$ cat config.mk
export PLATFORM = sky130hd
export DESIGN_NAME = raster_scan_gen_flat
export DESIGN_NICKNAME = d
export VERILOG_FILES = /design/src/rtl/raster_scan_if.sv /design/src/rtl/raster_scan_gen.sv /design/src/flat_wrapper.sv
export SDC_FILE = /design/constraint.sdc
export NUM_CORES = 1
export LEC_CHECK = 0
export ABC_AREA = 1
export CAP_MARGIN = 5
export CORE_MARGIN = 5
export CORE_UTILIZATION = 34
export CTS_CLUSTER_DIAMETER = 120
export DETAILED_ROUTE_END_ITERATION = 16
export DONT_BUFFER_PORTS = 1
export GPL_ROUTABILITY_DRIVEN = 0
export GPL_TIMING_DRIVEN = 0
export PLACE_DENSITY_LB_ADDON = 0.12
export SYNTH_ARGS = -nofsm -noshare
export SYNTH_HDL_FRONTEND = slang
export SYNTH_SLANG_ARGS = --single-unit
$ cat constraint.sdc
create_clock -name clk -period 3.56 [get_ports clk]
set_input_delay 0.712 -clock clk [delete_from_list [all_inputs] [get_ports clk]]
set_output_delay 0.712 -clock clk [all_outputs]
set_load 0.02 [all_outputs]
$ cat src/rtl/raster_scan_if.sv
// Control inputs and raster/tile outputs of raster_scan_gen, grouped as one bus.
interface raster_scan_if #(
  parameter int XW  = 10,
  parameter int YW  = 10,
  parameter int TW  = 7,
  parameter int FCW = 8
);
  logic           start;
  logic           abort;
  logic           en;
  logic           oneshot;
  logic [XW-1:0]  xpos;
  logic [YW-1:0]  ypos;
  logic [TW-1:0]  xtile;
  logic [TW-1:0]  ytile;
  logic           tile_valid;
  logic           active;
  logic           hblank;
  logic           vblank;
  logic           line_start;
  logic           frame_start;
  logic           frame_done;
  logic [FCW-1:0] frame_count;
  logic           busy;

  modport master (
    output start, abort, en, oneshot,
    input  xpos, ypos, xtile, ytile, tile_valid, active, hblank, vblank,
           line_start, frame_start, frame_done, frame_count, busy
  );

  modport slave (
    input  start, abort, en, oneshot,
    output xpos, ypos, xtile, ytile, tile_valid, active, hblank, vblank,
           line_start, frame_start, frame_done, frame_count, busy
  );
endinterface

$ cat src/rtl/raster_scan_gen.sv
// Raster position sequencer: walks (xpos, ypos) over active+blank geometry and
// derives maze tile coordinates, with stall, one-shot/free-run and frame counting.
//
// state | meaning
// IDLE  | stopped at (0,0), waiting for start
// SCAN  | walking the raster, advancing one pixel per enabled cycle
// HOLD  | one-shot frame finished, parked at (0,0) until start
module raster_scan_gen #(
  parameter int XW            = 10,
  parameter int YW            = 10,
  parameter int H_ACTIVE      = 160,
  parameter int H_BLANK       = 0,
  parameter int V_ACTIVE      = 320,
  parameter int V_BLANK       = 0,
  parameter int TILE_SHIFT    = 3,
  parameter int TILE_Y_OFFSET = 3,
  parameter int TW            = 7,
  parameter int FCW           = 8
) (
  input logic          clk,
  input logic          rst,
  raster_scan_if.slave bus
);
  localparam int H_TOTAL = H_ACTIVE + H_BLANK;
  localparam int V_TOTAL = V_ACTIVE + V_BLANK;

  if (H_TOTAL < 1 || H_TOTAL > (1 << XW) || V_TOTAL < 1 || V_TOTAL > (1 << YW)) begin : g_bad_geometry
    $error("raster_scan_gen: H_TOTAL/V_TOTAL do not fit in XW/YW");
  end

  localparam logic [XW-1:0] X_LAST = XW'(H_TOTAL - 1);
  localparam logic [YW-1:0] Y_LAST = YW'(V_TOTAL - 1);
  // one extra bit so an active width equal to 2**XW still compares correctly
  localparam logic [XW:0]   X_ACT  = (XW+1)'(H_ACTIVE);
  localparam logic [YW:0]   Y_ACT  = (YW+1)'(V_ACTIVE);

  typedef enum logic [1:0] {IDLE, SCAN, HOLD} state_t;

  state_t         state, state_n;
  logic [XW-1:0]  x_q, x_n;
  logic [YW-1:0]  y_q, y_n;
  logic [FCW-1:0] fc_q, fc_n;
  logic           fd_q, fd_n;

  always_ff @(posedge clk or posedge rst) begin
    if (rst) begin
      state <= IDLE;
      x_q   <= '0;
      y_q   <= '0;
      fc_q  <= '0;
      fd_q  <= 1'b0;
    end else begin
      state <= state_n;
      x_q   <= x_n;
      y_q   <= y_n;
      fc_q  <= fc_n;
      fd_q  <= fd_n;
    end
  end

  always_comb begin
    state_n = state;
    x_n     = x_q;
    y_n     = y_q;
    fc_n    = fc_q;
    fd_n    = 1'b0;
    if (bus.abort) begin
      state_n = IDLE;
      x_n     = '0;
      y_n     = '0;
    end else begin
      case (state)
        IDLE, HOLD: begin
          if (bus.start) state_n = SCAN;
        end
        SCAN: begin
          if (bus.en) begin
            if (x_q != X_LAST) begin
              x_n = x_q + 1'b1;
            end else begin
              x_n = '0;
              if (y_q != Y_LAST) begin
                y_n = y_q + 1'b1;
              end else begin
                y_n  = '0;
                fc_n = fc_q + 1'b1;
                fd_n = 1'b1;
                if (bus.oneshot) state_n = HOLD;
              end
            end
          end
        end
        default: state_n = IDLE;
      endcase
    end
  end

  logic          scan;
  logic          act;
  logic [YW-1:0] ycell;

  assign scan  = (state == SCAN);
  assign act   = scan && ({1'b0, x_q} < X_ACT) && ({1'b0, y_q} < Y_ACT);
  assign ycell = y_q >> TILE_SHIFT;

  assign bus.xpos        = x_q;
  assign bus.ypos        = y_q;
  assign bus.busy        = scan;
  assign bus.active      = act;
  assign bus.hblank      = scan && ({1'b0, x_q} >= X_ACT);
  assign bus.vblank      = scan && ({1'b0, y_q} >= Y_ACT);
  assign bus.line_start  = scan && (x_q == '0);
  assign bus.frame_start = scan && (x_q == '0) && (y_q == '0);
  assign bus.frame_done  = fd_q;
  assign bus.frame_count = fc_q;
  assign bus.xtile       = TW'(x_q >> TILE_SHIFT);
  // HUD rows sit above the maze, so rows above the offset wrap modulo 2**TW
  assign bus.ytile       = TW'(32'(ycell) - TILE_Y_OFFSET);
  assign bus.tile_valid  = act && (32'(ycell) >= TILE_Y_OFFSET);
endmodule

$ cat src/flat_wrapper.sv
// flat-port wrapper written by rule: the top's interface ports become plain ports
module raster_scan_gen_flat 
#(
  parameter int XW            = 10,
  parameter int YW            = 10,
  parameter int H_ACTIVE      = 160,
  parameter int H_BLANK       = 0,
  parameter int V_ACTIVE      = 320,
  parameter int V_BLANK       = 0,
  parameter int TILE_SHIFT    = 3,
  parameter int TILE_Y_OFFSET = 3,
  parameter int TW            = 7,
  parameter int FCW           = 8
)
  (clk, rst, bus_start, bus_abort, bus_en, bus_oneshot, bus_xpos, bus_ypos, bus_xtile, bus_ytile, bus_tile_valid, bus_active, bus_hblank, bus_vblank, bus_line_start, bus_frame_start, bus_frame_done, bus_frame_count, bus_busy);
  raster_scan_if #(.XW(XW), .YW(YW), .TW(TW), .FCW(FCW)) bus_i ();
  input logic clk;
  input logic rst;
  input wire logic [$bits(bus_i.start)-1:0] bus_start;
  input wire logic [$bits(bus_i.abort)-1:0] bus_abort;
  input wire logic [$bits(bus_i.en)-1:0] bus_en;
  input wire logic [$bits(bus_i.oneshot)-1:0] bus_oneshot;
  output wire logic [$bits(bus_i.xpos)-1:0] bus_xpos;
  output wire logic [$bits(bus_i.ypos)-1:0] bus_ypos;
  output wire logic [$bits(bus_i.xtile)-1:0] bus_xtile;
  output wire logic [$bits(bus_i.ytile)-1:0] bus_ytile;
  output wire logic [$bits(bus_i.tile_valid)-1:0] bus_tile_valid;
  output wire logic [$bits(bus_i.active)-1:0] bus_active;
  output wire logic [$bits(bus_i.hblank)-1:0] bus_hblank;
  output wire logic [$bits(bus_i.vblank)-1:0] bus_vblank;
  output wire logic [$bits(bus_i.line_start)-1:0] bus_line_start;
  output wire logic [$bits(bus_i.frame_start)-1:0] bus_frame_start;
  output wire logic [$bits(bus_i.frame_done)-1:0] bus_frame_done;
  output wire logic [$bits(bus_i.frame_count)-1:0] bus_frame_count;
  output wire logic [$bits(bus_i.busy)-1:0] bus_busy;
  assign bus_i.start = bus_start;
  assign bus_i.abort = bus_abort;
  assign bus_i.en = bus_en;
  assign bus_i.oneshot = bus_oneshot;
  assign bus_xpos = bus_i.xpos;
  assign bus_ypos = bus_i.ypos;
  assign bus_xtile = bus_i.xtile;
  assign bus_ytile = bus_i.ytile;
  assign bus_tile_valid = bus_i.tile_valid;
  assign bus_active = bus_i.active;
  assign bus_hblank = bus_i.hblank;
  assign bus_vblank = bus_i.vblank;
  assign bus_line_start = bus_i.line_start;
  assign bus_frame_start = bus_i.frame_start;
  assign bus_frame_done = bus_i.frame_done;
  assign bus_frame_count = bus_i.frame_count;
  assign bus_busy = bus_i.busy;
  raster_scan_gen #(.XW(XW), .YW(YW), .H_ACTIVE(H_ACTIVE), .H_BLANK(H_BLANK), .V_ACTIVE(V_ACTIVE), .V_BLANK(V_BLANK), .TILE_SHIFT(TILE_SHIFT), .TILE_Y_OFFSET(TILE_Y_OFFSET), .TW(TW), .FCW(FCW)) u_core (.clk(clk), .rst(rst), .bus(bus_i));
endmodule
# After elaboration in Yosys (flattened, before gate mapping)
# Index checks and enable logic that the tools add are counted.
classes:
  n_addsub: 4
  magnitude_cmp: 5
  n_reduce_logical: 17
  n_eq_ne: 10
  n_mux: 21
  n_bitwise: 3
ops:
  columns: ["op", "n"]
  rows:
  - ["$mux 10", 9]
  - ["$add 10x1->10 const B", 2]
  - ["$logic_not 10->1", 2]
  - ["$ne 3x3->1 const B", 5]
  - ["$mux 2", 6]
  - ["$ge 10x8->1 const B", 1]
  - ["$ge 10x9->1 const B", 1]
  - ["$lt 10x8->1 const B", 1]
  - ["$lt 10x9->1 const B", 1]
  - ["$ne 10x8->1 const B", 1]
  - ["$ne 10x9->1 const B", 1]
  - ["$reduce_and 5->1", 2]
  - ["$add 8x1->8 const B", 1]
  - ["$ge 7x2->1 const B", 1]
  - ["$logic_and 1x1->1", 7]
  - ["$sub 7x2->7 const B", 1]
  - ["$mux 1", 5]
  - ["$pmux 2 s2", 1]
  - ["$reduce_bool 2->1", 2]
  - ["$not 1->1", 3]
  - ["$reduce_and 3->1", 1]
  - ["$eq 2x1->1 const B", 1]
  - ["$eq 2x2->1 const B", 1]
  - ["$logic_not 2->1", 1]
  - ["3 further kinds", 3]
totals:
  in_bits: 6
  word_cells: 65
  regBits: 31
  output_inout_bits: 50

# Logic depth before layout (Yosys ltp)
# Gate-level depths: netlist of the first run.
depth:
  word_depth: 6
  depth_mapped: 9
  depth_no_buf: 9

# Worst setup path before layout of the first run
# Ideal clock, no wire load.
synth_timing:
  path_type: "reg2out"
  start: "register u_core.y_q[8], in the netlist u_core.bus.ypos[8]"
  end: "output port bus_frame_start"
  stages_incl_launch_ff: 7
  t_arrival_ns: 1.452
  slack_ns: 1.396
  path_buffers: 1
  t_required_ns: 2.848
  cell_sequence: "dfrtp_1 buf_2 nor2_1 nand2_1 nor2_1 nand4_1 nor3_1"
synth_via:
  elab_chain_cells: 2
synth_rtl:
  columns: ["element", "line", "source"]
  rows:
  - ["start, declared", "raster_scan_gen.sv:41", "logic [YW-1:0] y_q, y_n;"]
  - ["start signal, assigned", "raster_scan_gen.sv:55", "y_q <= y_n;"]
  - ["$logic_not 10->1", "raster_scan_gen.sv:113", "assign bus.frame_start = scan && (x_q == '0) && (y_q == '0);"]
  - ["$logic_and 1x1->1", "raster_scan_gen.sv:113", null]
  - ["end, declared", "flat_wrapper.sv:32", "output wire logic [$bits(bus_i.frame_start)-1:0] bus_frame_start;"]
# Every way passes these cells.

# Worst setup path after layout of the first run
layout_timing:
  start: "register u_core.state[1]"
  end: "output port bus_frame_start"
layout_via:
  elab_chain_cells: 3
layout_rtl:
  columns: ["element", "line", "source"]
  rows:
  - ["start, declared", "raster_scan_gen.sv:39", "state_t state, state_n;"]
  - ["start signal, assigned", "raster_scan_gen.sv:53", "state <= state_n;"]
  - ["$eq 2x1->1", "raster_scan_gen.sv:102", "assign scan = (state == SCAN);"]
  - ["via bus_busy", "flat_wrapper.sv:35", "output wire logic [$bits(bus_i.busy)-1:0] bus_busy;"]
  - ["$logic_and 1x1->1 (2 in series)", "raster_scan_gen.sv:113", null]
# The timed path passes the listed nets, and every way through them passes these cells.

==> results of run 1 <==
==> registers in the layout (all words and copies together), names as in the netlist <==
signal and count:
u_core.state 2, u_core.bus.frame_done 1, u_core.bus.ypos 10, u_core.bus.frame_count 8
u_core.bus.xpos 10
==> power breakdown <==
group          internal (uW)  total (uW)  switching, uW  leakage, uW
clock network            227         374            148    0.0000612
registers                367         392           24.2     0.000431
logic                   50.1         205            155     0.000663
total                    644         971            327      0.00115
==> worst paths after layout <==
check,endpoint,slack (ps)
min,u_core.bus.ypos[3]$_DFFE_PP0P_,400
max in group asynchronous,u_core.bus.frame_count[6]$_DFFE_PP0P_,2630
min reg2reg,u_core.state[0]$_DFFE_PP0P_,530
max reg2reg,u_core.bus.frame_count[2]$_DFFE_PP0P_,1730
min in group clk,u_core.bus.xpos[4]$_DFFE_PP0P_,490
max,bus_frame_start,810
==> per-layer routing <==
layer  vias to the layer above  part of all wire  track usage
li1                        972                 -            -
met1                       865              0.45       0.1907
met2                        66              0.44       0.2232
met3                         5             0.096      0.05927
met4                         0            0.0099      0.04467
met5                         -                 0            0
==> synth_stat cells (2+ instances only) <==
cell and count:
o21ai_0 11, ha_1 6, nor2_1 32, xor2_1 5, inv_1 23, buf_2 4, nand2_2 6, nand2_4 3
a21oi_1 5, o21ai_1 5, nand3_1 17, nor3_1 7, nand4_1 10, dfrtp_1 31, o21ai_2 5, nor2_4 4
nand2_1 86, xnor2_1 6, nor2_2 3, nand3_2 2, inv_2 9, buf_6 2, buf_4 9
==> worst max-delay path, delay by kind of cell, from the launching register on <==
family        cells  cell delay (ps)
simple gates      4             1150
flops             1              410
buf+inv           1              190
==> through the flow <==
step / area [um2] / util / hold WS, ps / instances / setup WS (ps)
6_report: 2420 / 0.3855 / 401.0 / 386 / 807.7
4_1_cts: 2420 / 0.3855 / 444.6 / 386 / 761.9
3_5_place_dp: 2302 / 0.3668 / 524.3 / 378 / 1083
5_1_grt: 2420 / 0.3855 / 461.6 / 386 / 645.8
2_1_floorplan: 2178 / - / 496.1 / 300 / 1396
3_3_place_gp: 2275 / 0.3624 / 519.9 / 377 / 1071
==> cell families (layout without fill, tap and decap cells) <==
| logic type | after synthesis | in the layout | share of synthesized area |
|---|---|---|---|
| xor+xnor | 11 | 11 | 0.04423 |
| fa+ha+maj | 6 | 6 | 0.03446 |
| flops | 31 | 31 | 0.3561 |
| simple gates | 175 | 175 | 0.3785 |
| compound gates | 30 | 30 | 0.08099 |
| buf+inv | 47 | 56 | 0.1057 |
==> final cells by class <==
class,instances,area share
sequential,31,0.3206
inverter,32,0.04964
clock buffer,6,0.03413
clock inverter,2,0.01448
tap,77,0.03981
buffer,15,0.04550
multi-input combinational,222,0.4845
timing repair buffer,1,0.01138
==> run_results.csv, run 1 <==
group,metric,value,unit
critical_path,reg2regPathDepth,9,
detailed_routing,routedWlPerCell,14.98,um
critical_path,timing.rr.start,"u_core.bus.ypos[0]$_DFFE_PP0P_",
layout,synthToLayoutAreaGrowth,11.09,%
synthesis,async_reset_ff_frac,1.000,
pwr,power.density,401.2,nW/um2
layout,multi_input_area,1172,um2
synthesis,yosys_most_used_dff,"dfrtp_1",
sta,relSlewSlack,0.5020,
sta,fin_crit_sh,0.7731,
floorplanning,die_y,90.04,um
global_routing,grt_overflow,0,
detailed_routing,drtAntennaViolNets,0,
sta,setup_violations,0,
clock_tree,hold_buffers,0,
floorplanning,initial_core_util,0.3470,
global_routing,grt_pass1_vias,1903,
floorplanning,core,6277,um2
clock_tree,clkLatencyLatePin,290,ps
sta,finalMaxSlewViolations,0,
critical_path,crit_path_end_kind,"output port",
clock_tree,ctsRootBufferMaster,"clkbuf_8",
layout,final_cell_mix,"nand2_1 (86), nor2_1 (32), dfrtp_1 (31), inv_1 (23), nand3_1 (17)",
critical_path,startpoint,"u_core.state[1]$_DFFE_PP0P_",
synthesis,syn_nets,312,
critical_path,path_cells,"nor2_4, inv_1, nor3_2, nand3_1, nor3_1",
sta,min_period,2752,ps
synthesis,avgSynthCellArea,7.261,um2
synthesis,yosys-top-cells-area,"dfrtp_1 (36%), nand2_1 (15%), nor2_1 (5.5%)",
placed_design,hpwl,4.404,mm
critical_path,critPathKind,"reg2out",
sta,fmax,363.3,MHz
synthesis,yosysWarnings,0,
sta,rsz0062_at_grt,"false",
global_routing,grt_max_degree,19,
floorplanning,num_rows,29,
min_path,hold_class,"in2async",
floorplanning,boundaryPins,56,
sta,clock_skew,7.521,ps
global_routing,antenna_found_initial,0,
sta,fin_tns_setup,0,ps
detailed_routing,drt-pass1-iter-count,4,
clock_tree,clock-sinks,31,
clock_tree,cts_buffer_depth,2,
detailed_routing,num_vias,1908,
critical_path,crit_fanout,5,
clock_tree,post_cts_buffers,0,
clock_tree,cts_tree,"yes",
global_routing,track_usage,0.1469,
global_routing,grt_pass1_wl,9.784,mm
detailed_routing,drt_iter0_drc,78,
synthesis,syn_inst,300,
clock_tree,cts_buffers,5,
layout,final_common_cell,"nand2_1",
layout,fillers,700,
clock_tree,htreeDepth,2,
layout,nets,320,
floorplanning,die_x,90.04,um
synthesis,synth.distinct_cells,32,
synthesis,ys_ff_latch,31,
sta,max_slew.worst_pin.slew,741.3,ps
synthesis,synth_edf_count,0,
floorplanning,die_area,8107,um2
flow_run,drv_cap,0,
critical_path,cpPeakStageDelay,590,ps
synthesis,synth_top_area_frac,0.3561,
critical_path,cp_slowest_cell,"nor3_1",
layout,layout-drive-gt1-share,0.1909,
synthesis,yosysTopAreaCell,"dfrtp_1",
clock_tree,cts-resized-gates,0,
synthesis,syn_area,2178,um2
pwr,p_leak,0.001155,uW
critical_path,cp.required,2850,ps
detailed_routing,viasPerCell,4.943,
layout,seqCellArea,775.7,um2
clock_tree,path_clk_slew,80,ps
critical_path,start_kind,"flop",
synthesis,yosysSeqAreaShare,0.3561,
layout,num_antenna_cells,0,
pwr,power,970.9,uW
pwr,ir_drop,0.0002014,V
placed_design,portBuffers,0,
detailed_routing,remaining_drc_errors,0,
critical_path,critPathArrivalTime,2040,ps
detailed_routing,wl,5.781,mm
status,status,"finished, final reports clean",
sta,hold_viol,0,
(Power assumes the default switching activity.)
==> run 2, diff against run 1 <==
clock period = 2.4 ns   (was 3.56 ns; I/O delays follow)
==> run 2 against run 1 <==
  * First-iteration DRC count shrank 5.1%
  * Clock skew grew 0.95 ps
  * Non-clock buffer count did not move
  * Utilization is 0.38 points higher
  * Highest routed layer unchanged
  * Sequential power up 48%
  * Clock-buffer cell count is the same
  * Critical path type unchanged
==> run_results.csv, run 2 (synthesized netlist as in run 1, its figures left out) <==
group,metric,value,unit
global_routing,antenna_found_initial,0,
sta,rsz0062_at_grt,"false",
critical_path,critPathKind,"reg2out",
critical_path,crit_path_end_kind,"output port",
sta,whs,173.3,ps
detailed_routing,wl,5.772,mm
clock_tree,post_cts_buffers,0,
status,status,"finished, final reports clean",
pwr,power.density,600.5,nW/um2
layout,fillers,696,
detailed_routing,drtAntennaViolNets,0,
floorplanning,die_y,90.04,um
pwr,power_frac_seq,0.397,
critical_path,r2r_slack,590,ps
placed_design,portBuffers,0,
layout,fin_cells,386,
floorplanning,die_area,8107,um2
global_routing,grt_max_degree,19,
layout,final_common_cell,"nand2_1",
sta,hold_viol,0,
sta,setup_violations,0,
detailed_routing,drt-pass1-iter-count,4,
clock_tree,clock-sinks,31,
detailed_routing,remaining_drc_errors,0,
clock_tree,htreeDepth,2,
clock_tree,path_clk_slew,80,ps
detailed_routing,routedWlPerCell,14.95,um
detailed_routing,num_vias,1905,
critical_path,timing.rr.start,"u_core.bus.ypos[0]$_DFFE_PP0P_",
layout,layout-drive-gt1-share,0.2136,
layout,seqCellArea,778.2,um2
pwr,p_int,969.4,uW
pwr,p_leak,0.001153,uW
placed_design,dp.cells,378,
sta,fmax,449.6,MHz
critical_path,reg2regPathDepth,9,
detailed_routing,viasPerCell,4.935,
global_routing,grt_pass1_vias,1903,
global_routing,grt_overflow,0,
critical_path,cp.required,1920,ps
layout,nets,320,
sta,finalMaxSlewViolations,0,
global_routing,grt_pass1_wl,9.784,mm
floorplanning,boundaryPins,56,
pwr,switching_power,498.0,uW
critical_path,critPathArrivalTime,1740,ps
floorplanning,initial_core_util,0.3470,
floorplanning,num_rows,29,
clock_tree,cts_tree,"yes",
floorplanning,die_x,90.04,um
layout,multi_input_area,1194,um2
global_routing,track_usage,0.1469,
sta,min_period,2224,ps
pwr,pwr-share-comb,0.227,
floorplanning,core,6277,um2
placed_design,hpwl,4.404,mm
clock_tree,ctsRootBufferMaster,"clkbuf_8",
pwr,clkPwrFrac,0.376,
sta,relSlewSlack,0.5520,
pwr,ir_drop,0.0002990,V
flow_run,drv_cap,0,
layout,num_antenna_cells,0,
detailed_routing,drt_iter0_drc,74,
clock_tree,cts_buffers,5,
sta,fin_tns_setup,0,ps
layout,final_util,0.3893,
layout,final_cell_mix,"nand2_1 (86), nor2_1 (30), dfrtp_1 (29), inv_1 (22), nand3_1 (16)",
critical_path,crit_fanout,10,
pwr,switching_share,0.3394,
clock_tree,clkLatencyLatePin,290,ps
critical_path,start_kind,"flop",
clock_tree,cts_buffer_depth,2,
critical_path,r2r-end,"u_core.bus.frame_count[2]$_DFFE_PP0P_",
sta,clock_skew,8.468,ps
sta,fin_crit_sh,0.9268,
min_path,hold_class,"in2async",
sta,max_slew.worst_pin.slew,671.3,ps
layout,synthToLayoutAreaGrowth,12.18,%
-- run 2: cell count changes in the layout (fill, tap and decap cells not counted), moves of 2 or more --
cell     previous run  this run
dfrtp_1            31        29
dfrtp_2             0         2
nor2_1             32        30
nor2_2              3         5
-- run 2: timing repair --
action                     CTS  global route
pin swaps                    0             2
hold buffers                 0             0
resized for setup            2             7
gates cloned                 0             0
setup endpoints to repair    2             4
-- run 2: how the worst max path moves through the flow --
stage	start	end	slack, ps	depth (start not counted)
6_report	u_core.bus.ypos[8]$_DFFE_PP0P_	bus_frame_start	180	6
5_1_grt	u_core.state[0]$_DFFE_PP0P_	bus_frame_start	10	6
4_1_cts	u_core.state[1]$_DFFE_PP0P_	bus_line_start	40	5
3_5_place_dp	u_core.state[1]$_DFFE_PP0P_	bus_frame_start	160	5
3_3_place_gp	u_core.state[1]$_DFFE_PP0P_	bus_frame_start	140	5
2_1_floorplan	u_core.bus.ypos[8]$_DFFE_PP0P_	bus_frame_start	470	6
-- run 2: per-layer routing --
metal  vias up  global-route usage  part of all wire  wire length, um
met1       864              0.1907              0.46             2669
met3         6             0.05927             0.087              505
li1        973                   -                 -                -
met4         0             0.04467             0.011               61
met5         -                   0                 0                0
met2        62              0.2232              0.44             2536
-- run 2: layout make-up --
class                      instances  area share
buffer                            15     0.04506
clock buffer                       6     0.03379
clock inverter                     2     0.01434
inverter                          32     0.04916
multi-input combinational        222      0.4885
sequential                        31      0.3185
tap                               77     0.03943
timing repair buffer               1     0.01126
-- run 2: worst max-delay path, stage by stage, from the launching register on --
cell	delay, ps
dfrtp_1	460
buf_2	220
nor2_1	120
nand2_1	90
nor2_1	130
nand4_1	150
nor3_4	280
-- run 2: power by group through the flow --
stage / Combinational [uW] / Sequential, uW / Clock (uW)
CTS: 318 / 582 / 575
detailed placement: 312 / 592 / 0
finish: 334 / 582 / 552
global route: 374 / 586 / 591
global placement: 304 / 591 / 0
floorplan: 243 / 586 / 0
-- run 2: per-stage QoR --
stage | worst slack (ps) | total power [uW] | instance area, um2
6_report | 175.7 | 1467 | 2444
5_1_grt | 13.27 | 1552 | 2444
4_1_cts | 38.07 | 1475 | 2425
3_5_place_dp | 155.2 | 904.5 | 2302
3_3_place_gp | 143.4 | 895.2 | 2275
2_1_floorplan | 467.7 | 829.0 | 2178
==> run 3, diff against run 2 <==
REMOVE_ABC_BUFFERS = 1   (was default)
==> run 3 against run 2 <==
  * Combinational power fell by 10%
  * Power fell by 12%
  * Setup slack got worse by 74 ps
  * Sequential share of layout area rose by 2.1 points
  * Die area did not move
  * Register-to-register slack got worse by 190 ps
  * Hold slack got worse by 52 ps
  * Fmax fell by 3.2%
  * Critical path depth fell by 1
  * Utilization fell by 2.4 points
  * Cell area fell by 6.2%
  * Via count fell by 3.4%
  * Largest cell class unchanged
  * Highest routed layer unchanged
==> run_results.csv, run 3 (synthesized netlist as in run 1, its figures left out) <==
group,metric,value,unit
sta,clock_skew,12.59,ps
pwr,power.density,562.4,nW/um2
critical_path,cp_slowest_cell,"dfrtp_1",
clock_tree,clock-sinks,31,
placed_design,hpwl,4.174,mm
placed_design,portBuffers,0,
detailed_routing,wl,5.428,mm
critical_path,crit_path_end_kind,"output port",
global_routing,track_usage,0.1406,
floorplanning,boundaryPins,56,
sta,relSlewSlack,0.5710,
min_path,hold_class,"in2async",
critical_path,cpPeakStageDelay,580,ps
sta,setup_violations,0,
sta,fmax,435.0,MHz
sta,hold_viol,0,
global_routing,antenna_found_initial,0,
critical_path,critPathTopFamily,"simple AND/OR/NAND/NOR gates",
sta,rsz0062_at_grt,"false",
floorplanning,die_area,8107,um2
detailed_routing,drt_iter0_drc,84,
global_routing,grt_pass1_vias,1799,
clock_tree,ctsRootBufferMaster,"clkbuf_8",
floorplanning,num_rows,29,
detailed_routing,drt-pass1-iter-count,5,
layout,final_cell_mix,"nand2_1 (86), nor2_1 (31), dfrtp_1 (29), inv_1 (23), nand3_1 (17)",
critical_path,crit_top_cell,"nor2_1",
clock_tree,cts_buffers,5,
sta,whs,121.7,ps
global_routing,grt_pass1_wl,9.370,mm
sta,min_period,2299,ps
critical_path,cp.required,1920,ps
layout,nets,305,
clock_tree,cts_buffer_depth,2,
pwr,p_leak,0.001056,uW
critical_path,cp-endpoint,"bus_frame_start",
critical_path,critPathArrivalTime,1820,ps
critical_path,path_cells,"nor2_1, nand2_1, nor2_1, nand4_1, nor3_2",
layout,fillers,698,
layout,layout-drive-gt1-share,0.1599,
critical_path,reg2regPathDepth,9,
detailed_routing,viasPerCell,4.960,
detailed_routing,highest_layer,"met4",
layout,synthToLayoutAreaGrowth,5.170,%
global_routing,grt_max_degree,22,
sta,max_slew.worst_pin.slew,643.5,ps
detailed_routing,wl_met1,2.529,mm
clock_tree,cts_tree,"yes",
flow_run,drv_cap,0,
floorplanning,initial_core_util,0.3470,
critical_path,startpoint,"u_core.bus.ypos[8]$_DFFE_PP0P_",
detailed_routing,drtAntennaViolNets,0,
critical_path,r2r_slack,400,ps
clock_tree,post_cts_buffers,0,
clock_tree,htreeDepth,2,
status,status,"finished, final reports clean",
detailed_routing,num_vias,1840,
detailed_routing,routedWlPerCell,14.63,um
critical_path,start_kind,"flop",
detailed_routing,wl_met3,367,um
clock_tree,path_clk_slew,80,ps
critical_path,timing.rr.start,"u_core.bus.ypos[0]$_DFFE_PP0P_",
clock_tree,clkLatencyLatePin,290,ps
floorplanning,core,6277,um2
floorplanning,die_y,90.04,um
pwr,ir_drop,0.0002275,V
detailed_routing,remaining_drc_errors,0,
layout,final_common_cell,"nand2_1",
critical_path,r2r-end,"u_core.bus.frame_count[7]$_DFFE_PP0P_",
global_routing,grt_overflow,0,
critical_path,critPathKind,"reg2out",
sta,finalMaxSlewViolations,0,
critical_path,path_buf_inv,0,
sta,fin_crit_sh,0.9578,
detailed_routing,dr_wl_met2,2.482,mm
critical_path,crit_fanout,11,
critical_path,crit_cells,5,
sta,fin_tns_setup,0,ps
floorplanning,die_x,90.04,um
layout,num_antenna_cells,0,
[run 3: changes by cell type in the layout (fill, tap and decap cells not counted), moves of 2 or more]
cell / before / now
buf_4: 9 / 0
clkbuf_1: 0 / 2
buf_2: 4 / 0
buf_6: 2 / 0
[run 3: cell type report]
type,instances,area [um2],share of cell area
Sequential cell,31,778.2,0.3397
Inverter,32,120.1,0.05243
Clock inverter,1,5.005,0.002185
Multi-Input combinational cell,222,1187,0.5183
Clock buffer,7,76.32,0.03332
Timing Repair Buffer,1,27.53,0.01202
Tap cell,77,96.34,0.04205
[run 3: power by group]
| group | leakage (uW) | switching [uW] | internal (uW) | total [uW] |
|---|---|---|---|---|
| clock | 0.0000422 | 202 | 204 | 406 |
| sequential | 0.000427 | 36.4 | 546 | 582 |
| combinational | 0.000586 | 228 | 72.1 | 300 |
| total | 0.00106 | 467 | 822 | 1290 |
[run 3: worst min path at each step]
stage / startpoint / to / slack (ps) / cells past startpoint
finish: rst / u_core.bus.xpos[1]$_DFFE_PP0P_ / 120 / 1
global route: rst / u_core.bus.ypos[7]$_DFFE_PP0P_ / 180 / 1
CTS: rst / u_core.bus.ypos[6]$_DFFE_PP0P_ / 150 / 1
detailed placement: rst / u_core.bus.ypos[7]$_DFFE_PP0P_ / 450 / 1
global placement: u_core.state[0]$_DFFE_PP0P_ / u_core.state[0]$_DFFE_PP0P_ / 520 / 2
floorplan: u_core.state[0]$_DFFE_PP0P_ / u_core.state[0]$_DFFE_PP0P_ / 500 / 2
[run 3: timing repair]
| item | CTS | global route |
|---|---|---|
| hold buffers | 0 | 0 |
| endpoints found under the hold margin | 0 | 0 |
| resized for setup | 2 | 4 |
| cloned | 0 | 0 |
| endpoints found under the setup margin | 2 | 2 |
[run 3: worst reg2reg max path, stage by stage (launching register included)]
cell and delay [ps]:
dfrtp_1 560, ha_1 270, nand2_1 100, nor2_1 120, nand2_1 90, nor2_2 190, nand3_2 280, inv_2 220
nand2_1 70, nand2_1 50
[run 3: through the flow]
| stage | setup slack (ps) | instance area [um2] | util | power (uW) | cells |
|---|---|---|---|---|---|
| 2_1_floorplan | 471.2 | 2068 | - | 823.9 | 285 |
| 3_3_place_gp | 219.9 | 2165 | 0.3448 | 887.3 | 362 |
| 3_5_place_dp | 229.5 | 2192 | 0.3492 | 892.8 | 363 |
| 4_1_cts | 36.37 | 2278 | 0.3630 | 1307 | 371 |
| 5_1_grt | 30.67 | 2291 | 0.3650 | 1362 | 371 |
| 6_report | 101.4 | 2291 | 0.3650 | 1288 | 371 |
[run 3: per-layer routing]
| metal | track usage | vias to the layer above |
|---|---|---|
| met5 | 0 | - |
| met1 | 0.1863 | 850 |
| li1 | - | 938 |
| met3 | 0.04341 | 5 |
| met4 | 0.03722 | 0 |
| met2 | 0.2220 | 47 |
